===== src/rtl/ascon_ctrl_fsm.sv =====
// Moore control FSM for the ASCON AEAD datapath with parametrised round counts,
// valid/ready block handshake, optional AD phase and encrypt/decrypt mode.
module ascon_ctrl_fsm #(
  parameter int unsigned ROUNDS_A    = 12,
  parameter int unsigned ROUNDS_B    = 6,
  parameter int unsigned BLOCK_CNT_W = 4
) (
  input  logic                   clock,
  input  logic                   reset_n,
  input  logic                   i_sys_enable,
  input  logic                   i_start,
  input  logic                   i_decrypt,
  input  logic                   i_skip_ad,
  input  logic                   i_data_valid,
  input  logic                   i_last_block,
  output logic                   o_data_ready,
  output logic                   o_busy,
  output logic                   o_done,
  output logic                   o_mux_select,
  output logic                   o_enable_state_reg,
  output logic                   o_enable_xor_data_begin,
  output logic                   o_enable_xor_key_begin,
  output logic                   o_enable_xor_key_end,
  output logic                   o_enable_xor_lsb_end,
  output logic                   o_replace_state,
  output logic                   o_enable_cipher_reg,
  output logic                   o_valid_cipher,
  output logic                   o_enable_tag_reg,
  output logic [3:0]             o_round_index,
  output logic [BLOCK_CNT_W-1:0] o_block_count
);

  localparam logic [3:0] StIdle        = 4'd0;
  localparam logic [3:0] StLoad        = 4'd1;
  localparam logic [3:0] StInitRounds  = 4'd2;
  localparam logic [3:0] StAdWait      = 4'd3;
  localparam logic [3:0] StAdRounds    = 4'd4;
  localparam logic [3:0] StDataWait    = 4'd5;
  localparam logic [3:0] StDataRounds  = 4'd6;
  localparam logic [3:0] StFinalRounds = 4'd7;
  localparam logic [3:0] StDone        = 4'd8;

  // Counters run up to 11 so the index doubles as the round-constant index.
  localparam logic [3:0] RndStartA = 4'(12 - ROUNDS_A);
  localparam logic [3:0] RndStartB = 4'(12 - ROUNDS_B);
  localparam logic [3:0] RndLast   = 4'd11;
  localparam logic [BLOCK_CNT_W-1:0] BlkMax = '1;

  logic [3:0]             r_state, w_state_next;
  logic [3:0]             r_round, w_round_next;
  logic [BLOCK_CNT_W-1:0] r_blk_cnt, w_blk_cnt_next;
  logic                   r_decrypt, w_decrypt_next;
  logic                   r_skip_ad, w_skip_ad_next;
  logic                   r_last, w_last_next;

  logic w_ready;
  logic w_accept;
  logic w_first_a;
  logic w_first_b;
  logic w_round_last;

  assign w_ready      = (r_state == StAdWait) || (r_state == StDataWait);
  assign w_accept     = i_data_valid && w_ready;
  assign w_first_a    = (r_round == RndStartA);
  assign w_first_b    = (r_round == RndStartB);
  assign w_round_last = (r_round == RndLast);

  always_comb begin
    w_state_next   = r_state;
    w_round_next   = r_round;
    w_blk_cnt_next = r_blk_cnt;
    w_decrypt_next = r_decrypt;
    w_skip_ad_next = r_skip_ad;
    w_last_next    = r_last;
    case (r_state)
      StIdle: begin
        if (i_start) begin
          w_state_next   = StLoad;
          w_decrypt_next = i_decrypt;
          w_skip_ad_next = i_skip_ad;
          w_blk_cnt_next = '0;
          w_last_next    = 1'b0;
          w_round_next   = 4'd0;
        end
      end
      StLoad: begin
        w_state_next = StInitRounds;
        w_round_next = RndStartA;
      end
      StInitRounds: begin
        if (w_round_last) begin
          w_round_next = 4'd0;
          w_state_next = r_skip_ad ? StDataWait : StAdWait;
        end else begin
          w_round_next = r_round + 4'd1;
        end
      end
      StAdWait: begin
        if (w_accept) begin
          w_last_next  = i_last_block;
          w_round_next = RndStartB;
          w_state_next = StAdRounds;
        end
      end
      StAdRounds: begin
        if (w_round_last) begin
          w_round_next = 4'd0;
          w_state_next = r_last ? StDataWait : StAdWait;
        end else begin
          w_round_next = r_round + 4'd1;
        end
      end
      StDataWait: begin
        if (w_accept) begin
          w_last_next = i_last_block;
          if (r_blk_cnt != BlkMax) w_blk_cnt_next = r_blk_cnt + 1'b1;
          if (i_last_block) begin
            w_round_next = RndStartA;
            w_state_next = StFinalRounds;
          end else begin
            w_round_next = RndStartB;
            w_state_next = StDataRounds;
          end
        end
      end
      StDataRounds: begin
        if (w_round_last) begin
          w_round_next = 4'd0;
          w_state_next = StDataWait;
        end else begin
          w_round_next = r_round + 4'd1;
        end
      end
      StFinalRounds: begin
        if (w_round_last) begin
          w_round_next = 4'd0;
          w_state_next = StDone;
        end else begin
          w_round_next = r_round + 4'd1;
        end
      end
      StDone: begin
        w_state_next = StIdle;
      end
      default: begin
        w_state_next = StIdle;
        w_round_next = 4'd0;
      end
    endcase
  end

  // Disable acts exactly like reset so an abort never leaves a partial operation.
  always_ff @(posedge clock) begin
    if (!reset_n || !i_sys_enable) begin
      r_state   <= StIdle;
      r_round   <= 4'd0;
      r_blk_cnt <= '0;
      r_decrypt <= 1'b0;
      r_skip_ad <= 1'b0;
      r_last    <= 1'b0;
    end else begin
      r_state   <= w_state_next;
      r_round   <= w_round_next;
      r_blk_cnt <= w_blk_cnt_next;
      r_decrypt <= w_decrypt_next;
      r_skip_ad <= w_skip_ad_next;
      r_last    <= w_last_next;
    end
  end

  always_comb begin
    o_mux_select            = 1'b1;
    o_enable_state_reg      = 1'b0;
    o_enable_xor_data_begin = 1'b0;
    o_enable_xor_key_begin  = 1'b0;
    o_enable_xor_key_end    = 1'b0;
    o_enable_xor_lsb_end    = 1'b0;
    o_replace_state         = 1'b0;
    o_enable_cipher_reg     = 1'b0;
    o_valid_cipher          = 1'b0;
    o_enable_tag_reg        = 1'b0;
    o_done                  = 1'b0;
    case (r_state)
      StLoad: begin
        o_mux_select       = 1'b0;
        o_enable_state_reg = 1'b1;
      end
      StInitRounds: begin
        o_enable_state_reg = 1'b1;
        if (w_round_last) begin
          o_enable_xor_key_end = 1'b1;
          o_enable_xor_lsb_end = r_skip_ad;
        end
      end
      StAdRounds: begin
        o_enable_state_reg      = 1'b1;
        o_enable_xor_data_begin = w_first_b;
        o_enable_xor_lsb_end    = w_round_last && r_last;
      end
      StDataRounds: begin
        o_enable_state_reg = 1'b1;
        if (w_first_b) begin
          o_enable_xor_data_begin = 1'b1;
          o_enable_cipher_reg     = 1'b1;
          o_valid_cipher          = 1'b1;
          o_replace_state         = r_decrypt;
        end
      end
      StFinalRounds: begin
        o_enable_state_reg = 1'b1;
        if (w_first_a) begin
          o_enable_xor_data_begin = 1'b1;
          o_enable_xor_key_begin  = 1'b1;
          o_enable_cipher_reg     = 1'b1;
          o_valid_cipher          = 1'b1;
          o_replace_state         = r_decrypt;
        end
        if (w_round_last) begin
          o_enable_xor_key_end = 1'b1;
          o_enable_tag_reg     = 1'b1;
        end
      end
      StDone: begin
        o_done = 1'b1;
      end
      default: ;
    endcase
  end

  assign o_data_ready  = w_ready;
  assign o_busy        = (r_state != StIdle);
  assign o_round_index = r_round;
  assign o_block_count = r_blk_cnt;

endmodule


===== config.mk =====
export PLATFORM = sky130hd
export DESIGN_NAME = ascon_ctrl_fsm
export DESIGN_NICKNAME = d
export VERILOG_FILES = /design/src/rtl/ascon_ctrl_fsm.sv
export SDC_FILE = /design/constraint.sdc
export NUM_CORES = 1
export LEC_CHECK = 0
export CORE_MARGIN = 2
export CORE_UTILIZATION = 52
export DETAILED_ROUTE_END_ITERATION = 8
export MAX_ROUTING_LAYER = met4
export PLACE_DENSITY = 0.84
export SYNTH_ARGS = -nofsm -noshare
export SYNTH_HDL_FRONTEND = slang
export SYNTH_SLANG_ARGS = --single-unit

===== constraint.sdc =====
create_clock -name clock -period 4.8 [get_ports clock]
set_clock_uncertainty 0.2 [all_clocks]
set_input_delay 0.48 -clock clock [delete_from_list [all_inputs] [get_ports clock]]
set_output_delay 0.48 -clock clock [all_outputs]
set_load 0.02 [all_outputs]

# == After elaboration in Yosys (flattened, before gate mapping) ==
# Cells that the tools add are included.
# Widths: inputs -> output; s select.
# word_totals
register_bits,15
in_bits,8
out_inout_bits,21
word_cells,88
# op_classes
addsub,2
n_eq_ne,20
mux,39
bitwise,1
n_reduce_logical,20
# ops
cell,count
$mux 4,13
$pmux 4 s8,1
$eq 4x3->1 const B,5
$pmux 4 s5,1
$mux 1,15
$ne 2x2->1 const B,7
$mux 3,3
$add 4x1->4 const B,2
$eq 4x2->1 const B,2
$eq 4x4->1 const B,2
$logic_not 4->1,2
$pmux 1 s2,4
$pmux 4 s2,1
$reduce_and 4->1,2
$reduce_and 7->1,1
$reduce_or 5->1,1
$eq 4x1->1 const B,1
$ne 2x1->1 const B,2
$ne 4x4->1 const B,1
$reduce_bool 2->1,2
$reduce_bool 4->1,1
$reduce_or 2->1,2
$reduce_or 4->1,1
$pmux 1 s3,1
other kinds (6),9

# == Logic depth before layout (Yosys ltp) ==
# Gate-level depths: netlist of run 1.
# logic_depth
word_depth,5
mapped_depth,6
ltp_nobuf,5

# == Worst setup path before layout of run 1 ==
# OpenSTA, ideal clock, no wires.
# synth_timing
path_type,register to output
start,"reg r_round[1], in the netlist o_round_index[1]"
end,out o_enable_xor_lsb_end
t_arrival_ns,2.084
required_ns,4.120
slack_ns,2.036
stages_incl_launch_ff,4
n_path_buf,0
cell_sequence,dfxtp_1 -> ha_1 -> nand3b_1 -> a2111oi_0
# synth_between
elab_chain_cells,3
word_cells_on_any_way,4
cone_classes,eq/ne (1); mux (2); reduce/logical (1)
# synth_lines
element,line_no,text
from (decl),50,"logic [3:0] r_round, w_round_next;"
from (signal assigned),163,r_round <= w_round_next;
$eq 4x4->1 (*),66,assign w_round_last = (r_round == RndLast);
$mux 1 or $logic_and 1x1->1 (tied branches),"190, 198",
$pmux 1 s2 (*),183,case (r_state)
to (decl),24,"output logic o_enable_xor_lsb_end,"
# Mark *: on every way between the ends. The rest lies on a longest branch, timed or not.

# == Final worst setup path of run 1 ==
# layout_timing
start,reg r_state[1]
end,out o_enable_xor_lsb_end
# layout_between
elab_chain_cells,2
word_cells_on_any_way,3
cone_classes,eq/ne (2); mux (1)
# layout_lines
element,line_no,text
from (decl),49,"logic [3:0] r_state, w_state_next;"
from (signal assigned),155,r_state <= StIdle;
from (signal assigned),162,r_state <= w_state_next;
$eq 4x3->1 or $eq 4x2->1 (tied branches),183,
$pmux 1 s2 (*),183,
# Marked as above.

==> results.cfg, run 1 <==
[logic_synthesis]
synthArstFlopShare_pct = 0
synth_seq_area_share_pct = 26.3
synth-main-ff-cell = dfxtp_1
yosys_register_bits = 15
synth_warnings = 0
syn_area_sq_um = 1140
synth_fp_nets = 162
synth_edf_count = 0
synth_cell_types = 44
synthCells = 150
avgSynthCellArea_sq_um = 7.61

[clock_network]
clk_pin_slew_ns = 0.11
cts_tree = built
clockBufferDepth = 2
cts_buffers = 3
root_buffer = clkbuf_4
worstSkewPairLatency_ns = 0.29
htreeDepth = 1
hold_buffers = 0
ctsResizeCount = 0
postCtsSetupBuffers = 0
clock-sinks = 15

[floorplanning]
fp-row-count = 16
coreArea_sq_um = 2020
die_y_microns = 50.8
initial_core_util_pct = 56.4
io_pins = 29
die_area_sq_um = 2590
die_w_microns = 50.8

[global_routing]
grt_max_degree = 25
grt_use_total_pct = 24.1
use_met3_pct = 3.22
met2_usage_pct = 39.3
overflow = 0
gr-usage-met1_pct = 32.6
grt_pass1_wl_microns = 4710
gr-max-usage-layer = met2
first_global_vias = 1029
antenna_found_initial = 0

[setup_path]
worstSetupStartpoint = r_state[1]
critPathArrivalTime_ns = 2.49
r2r-start = r_state[1]
crit_end = o_enable_xor_lsb_end
worst_ep_required_time_ns = 4.12
crit_type = reg2out
start_kind = flop
reg2reg_to = o_round_index[1]
rrSetupSlack_ns = 2.63
worstSetupEndpointType = output port
ff2ff_path_depth = 4
worst-path-max-fanout = 24

[cells_and_area]
nNetsFinal = 185
num_antenna_cells = 0
final_common_cell = clkdlybuf4s50_1
layout_common_cells = clkdlybuf4s50_1 (28), a21oi_1 (15), dfxtp_1 (15)
drive_gt1_share_pct = 8.72
area_growth_pct = 24.8

[drt]
drc_errors = 0
via_count = 1174
drtIter0Drc = 43
drt_wl_total_microns = 2760
viasPerCell = 5.90
ant_nets = 0
drtPass1Iterations = 4
wl_per_cell_microns = 13.9

[power]
pwr-share-seq_pct = 52.8
p_per_area_nw_per_um2 = 172
p_sw_uw = 71.5
p_int_uw = 174
power.static_leakage_uw = 0.000456
combPwrFrac_pct = 15.3
clkPwrFrac_pct = 31.9
p_total_uw = 245
ir_drop_mv = 0.110
swShare_pct = 29.2

[sta]
slew_headroom_pct = 50.2
tns_ns = 0
rsz0062_at_grt = false
hold_violations = 0
finalMaxSlewViolations = 0
worst-slew-pin-transition_ns = 0.745
fin_crit_ns = 3.17
setup_violations = 0
fmax_mhz = 315
min_period_over_period_pct = 66.1

[placement]
port_buffers = 28
hpwl_microns = 2060
gp_congestion = 0.898

[min_path]
hold_path.class = reg2reg

[run_status]
status = complete, no violations

[job]
maxCapViolations = 0
==> power groups by stage <==
stage	logic (uW)	registers [uW]	clock network [uW]
final	37.5	129	78.2
after global routing	40.6	130	83.9
after CTS	37.2	129	79.5
after detailed placement	37.0	132	0
after global placement	36.9	132	0
after floorplan	25.6	129	0
==> synth_stat cells (all sizes together) (4+ instances only) <==
master	instances	share of area, %
nand2b	6	3.3
dfxtp	15	26
a21oi	16	7.3
nor2	11	3.6
nor3	5	2.6
and2	4	2.2
a2111oi	4	3.6
inv	5	1.6
buf	7	4.2
nand2	14	4.6
nand3	11	4.8
ha	4	4.4
nor2b	5	2.7
==> per-stage QoR <==
step                setup slack [ns]  util [%]  cell area [sq um]  std cells  hold slack, ns
CTS                             1.62      70.4               1420        199           0.264
floorplan                       2.04         -               1140        150           0.232
finish                          1.63      70.4               1420        199           0.261
global placement                2.00      69.1               1400        195           0.244
detailed placement              1.94      69.1               1400        195           0.249
global route                    1.44      70.4               1420        199           0.287
==> cell families (layout without fill, tap and decap cells) <==
family	Yosys count	count (layout)	synth area share, %
and+or+nand+nor	76	76	36.3
buffers and inverters	15	37	6.80
adders and majority gates	5	5	5.26
xor gates and xnor gates	4	4	3.07
AOI/OAI and AO/OA	34	34	21.4
muxes	1	1	0.877
DFF	15	15	26.3
==> critical path, stage by stage, from the launching register on <==
cell	delay, ns
dfxtp_1	0.82
nor2b_1	0.28
nand2_1	0.07
a2111oi_0	0.34
clkdlybuf4s50_1	0.69
==> sequential cells by signal (all words and copies together) (netlist names) <==
name,cells
o_block_count,4
o_round_index,4
r_state,4
r_decrypt,1
r_last,1
r_skip_ad,1
==> layout make-up <==
cell class / instances / area [sq um]
Clock buffer: 3 / 22.5
Clock inverter: 1 / 5.00
Fill cell: 187 / 598
Inverter: 5 / 18.8
Multi-Input combinational cell: 120 / 763
Sequential cell: 15 / 300
Tap cell: 27 / 33.8
Timing Repair Buffer: 28 / 280
==> routing by layer <==
metal,share of wire [%],vias up,wire length [microns]
met5,0,-,0
met4,0,0,0
met3,7.3,0,202
met2,47,51,1300
met1,46,535,1260
li1,-,588,-
==> worst min path at each step <==
stage                         start         to  slack [ns]  cells after the start
after floorplan           r_decrypt  r_decrypt        0.23                      2
after global placement    r_decrypt  r_decrypt        0.24                      2
after detailed placement  r_decrypt  r_decrypt        0.25                      2
after CTS                 r_decrypt  r_decrypt        0.26                      2
after global routing      r_decrypt  r_decrypt        0.29                      2
final                     r_decrypt  r_decrypt        0.26                      2
Note: power is estimated with default switching activity, not from simulation.
==> run 2: changes to the inputs <==
--- a/config.mk
+++ b/config.mk
@@ -6,10 +6,10 @@
 export NUM_CORES = 1
 export LEC_CHECK = 0
 export CORE_MARGIN = 2
-export CORE_UTILIZATION = 52
+export CORE_UTILIZATION = 44
 export DETAILED_ROUTE_END_ITERATION = 8
 export MAX_ROUTING_LAYER = met4
-export PLACE_DENSITY = 0.84
+export PLACE_DENSITY = 0.76
 export SYNTH_ARGS = -nofsm -noshare
 export SYNTH_HDL_FRONTEND = slang
 export SYNTH_SLANG_ARGS = --single-unit
==> constraint.sdc (replaced) <==
create_clock -name clock -period 2.9 [get_ports clock]
set_clock_uncertainty 0.2 [all_clocks]
set_input_delay 0.29 -clock clock [delete_from_list [all_inputs] [get_ports clock]]
set_output_delay 0.29 -clock clock [all_outputs]
set_load 0.02 [all_outputs]
==> run 2 against run 1 <==
Net effect: count of clock-buffer cells in the layout increased by 1; total power increased by 67%; final cell count increased by 4.5%; die area increased by 17%; utilization decreased by 10 points; register-to-register slack got worse by 1.7 ns; combinational power increased by 83%; global-route usage decreased by 0.45 points; via count increased by 3.4%; cell area increased by 4.4%; sequential share of layout area decreased by 0.89 points; first-iteration DRC count decreased by 19%.
==> results.cfg, run 2 (synthesis gave the netlist of run 1 again) <==
[run_status]
status = complete, no violations

[placement]
dpl.cell_count = 204
port_buffers = 28
dpl_cell_area_sq_um = 1450
gp_congestion = 0.967
hpwl_microns = 2230

[drt]
drt_wl_total_microns = 3000
drtPass1Iterations = 4
via_count = 1214
wl_per_cell_microns = 14.4
drtIter0Drc = 35
ant_nets = 0
viasPerCell = 5.84
drc_errors = 0

[clock_network]
clockBufferDepth = 2
cts_tree = built
root_buffer = clkbuf_4
clock-sinks = 15
postCtsSetupBuffers = 0
cts_buffers = 3
htreeDepth = 1
hold_buffers = 0
worstSkewPairLatency_ns = 0.29
clk_pin_slew_ns = 0.10

[floorplanning]
initial_core_util_pct = 46.1
io_pins = 29
coreArea_sq_um = 2480
die_area_sq_um = 3020
die_w_microns = 54.9
fp-row-count = 18
die_y_microns = 54.9

[power]
power.static_leakage_uw = 0.000503
ir_drop_mv = 0.280
p_total_uw = 408
p_per_area_nw_per_um2 = 275

[setup_path]
crit_type = reg2out
slowest_delay_ns = 0.67
crit_chain = inv_1 -> ha_1 -> nand3b_1 -> a2111oi_4 -> clkdlybuf4s50_1
worstSetupEndpointType = output port
slowest_stage = clkdlybuf4s50_1
critPathArrivalTime_ns = 2.18
crit_buf_inv = 2
worst-path-max-fanout = 5
worst_ep_required_time_ns = 2.41
start_kind = flop
crit_family = buffers and inverters

[global_routing]
antenna_found_initial = 0
overflow = 0
grt_pass1_wl_microns = 5060
grt_use_total_pct = 23.7
grt_max_degree = 18
first_global_vias = 1092

[sta]
slew_headroom_pct = 66.6
holdWs_ns = 0.274
rsz0062_at_grt = false
setup_violations = 0
finalMaxSlewViolations = 0
worst-slew-pin-transition_ns = 0.500
fmax_mhz = 375
fin_crit_ns = 2.67
tns_ns = 0
min_period_over_period_pct = 91.9
hold_violations = 0

[cells_and_area]
num_antenna_cells = 0
area_growth_pct = 30.3
stdcell_area_sq_um = 1490
fillers = 253
final_cells = 208
final_common_cell = clkdlybuf4s50_1
layout_common_cells = clkdlybuf4s50_1 (27), a21oi_1 (15), dfxtp_1 (15)
drive_gt1_share_pct = 11.2
nNetsFinal = 191

[job]
maxCapViolations = 0

[min_path]
hold_path.class = reg2reg
## run 2: worst paths after layout
kind / start / to / slack [ns] / depth (start not counted)
max: o_round_index[0] / o_enable_cipher_reg / 0.23 / 5
min: r_decrypt / r_decrypt / 0.27 / 2
max reg2reg: r_state[2] / o_round_index[1] / 0.93 / 5
min reg2reg: r_decrypt / r_decrypt / 0.27 / 2
## run 2: worst reg2reg max path, cell delays in order (launching register included)
cell,delay (ns)
dfxtp_1,0.51
buf_4,0.25
xnor2_1,0.13
o32ai_2,0.49
or3_1,0.21
a21oi_2,0.05
## run 2: final cells by class
cell class / instances / area [sq um] / area share, %
multi-input combinational: 120 / 776 / 52.2
timing repair buffer: 34 / 328 / 22.1
sequential: 15 / 300 / 20.2
tap: 30 / 37.5 / 2.53
clock buffer: 4 / 26.3 / 1.77
inverter: 5 / 18.8 / 1.26
## run 2: through the flow
step	util [%]	setup slack (ns)
after floorplan	-	0.326
after detailed placement	58.3	0.406
after global placement	58.3	0.474
final	60.0	0.234
after global routing	60.0	0.106
after CTS	59.4	0.0551
## run 2: what timing repair did
| action | in CTS | in global routing |
|---|---|---|
| resized for setup | 0 | 2 |
| endpoints found under the hold margin | 0 | 0 |
| setup endpoints to repair | 0 | 1 |
## run 2: metal layers
layer	share of wire, %	vias up	global-route usage, %	routed length [microns]
met4	1.6	0	8.54	49
li1	-	600	-	-
met5	0	-	-	0
met2	47	34	36.5	1410
met3	5.3	6	3.49	159
met1	46	574	31.5	1380
## run 2: power by group
group	internal, uW	switching [uW]	total, uW
Combinational	30.3	38.5	68.7
Sequential	208	3.21	211
Clock	53.6	74.6	128
Total	292	116	408
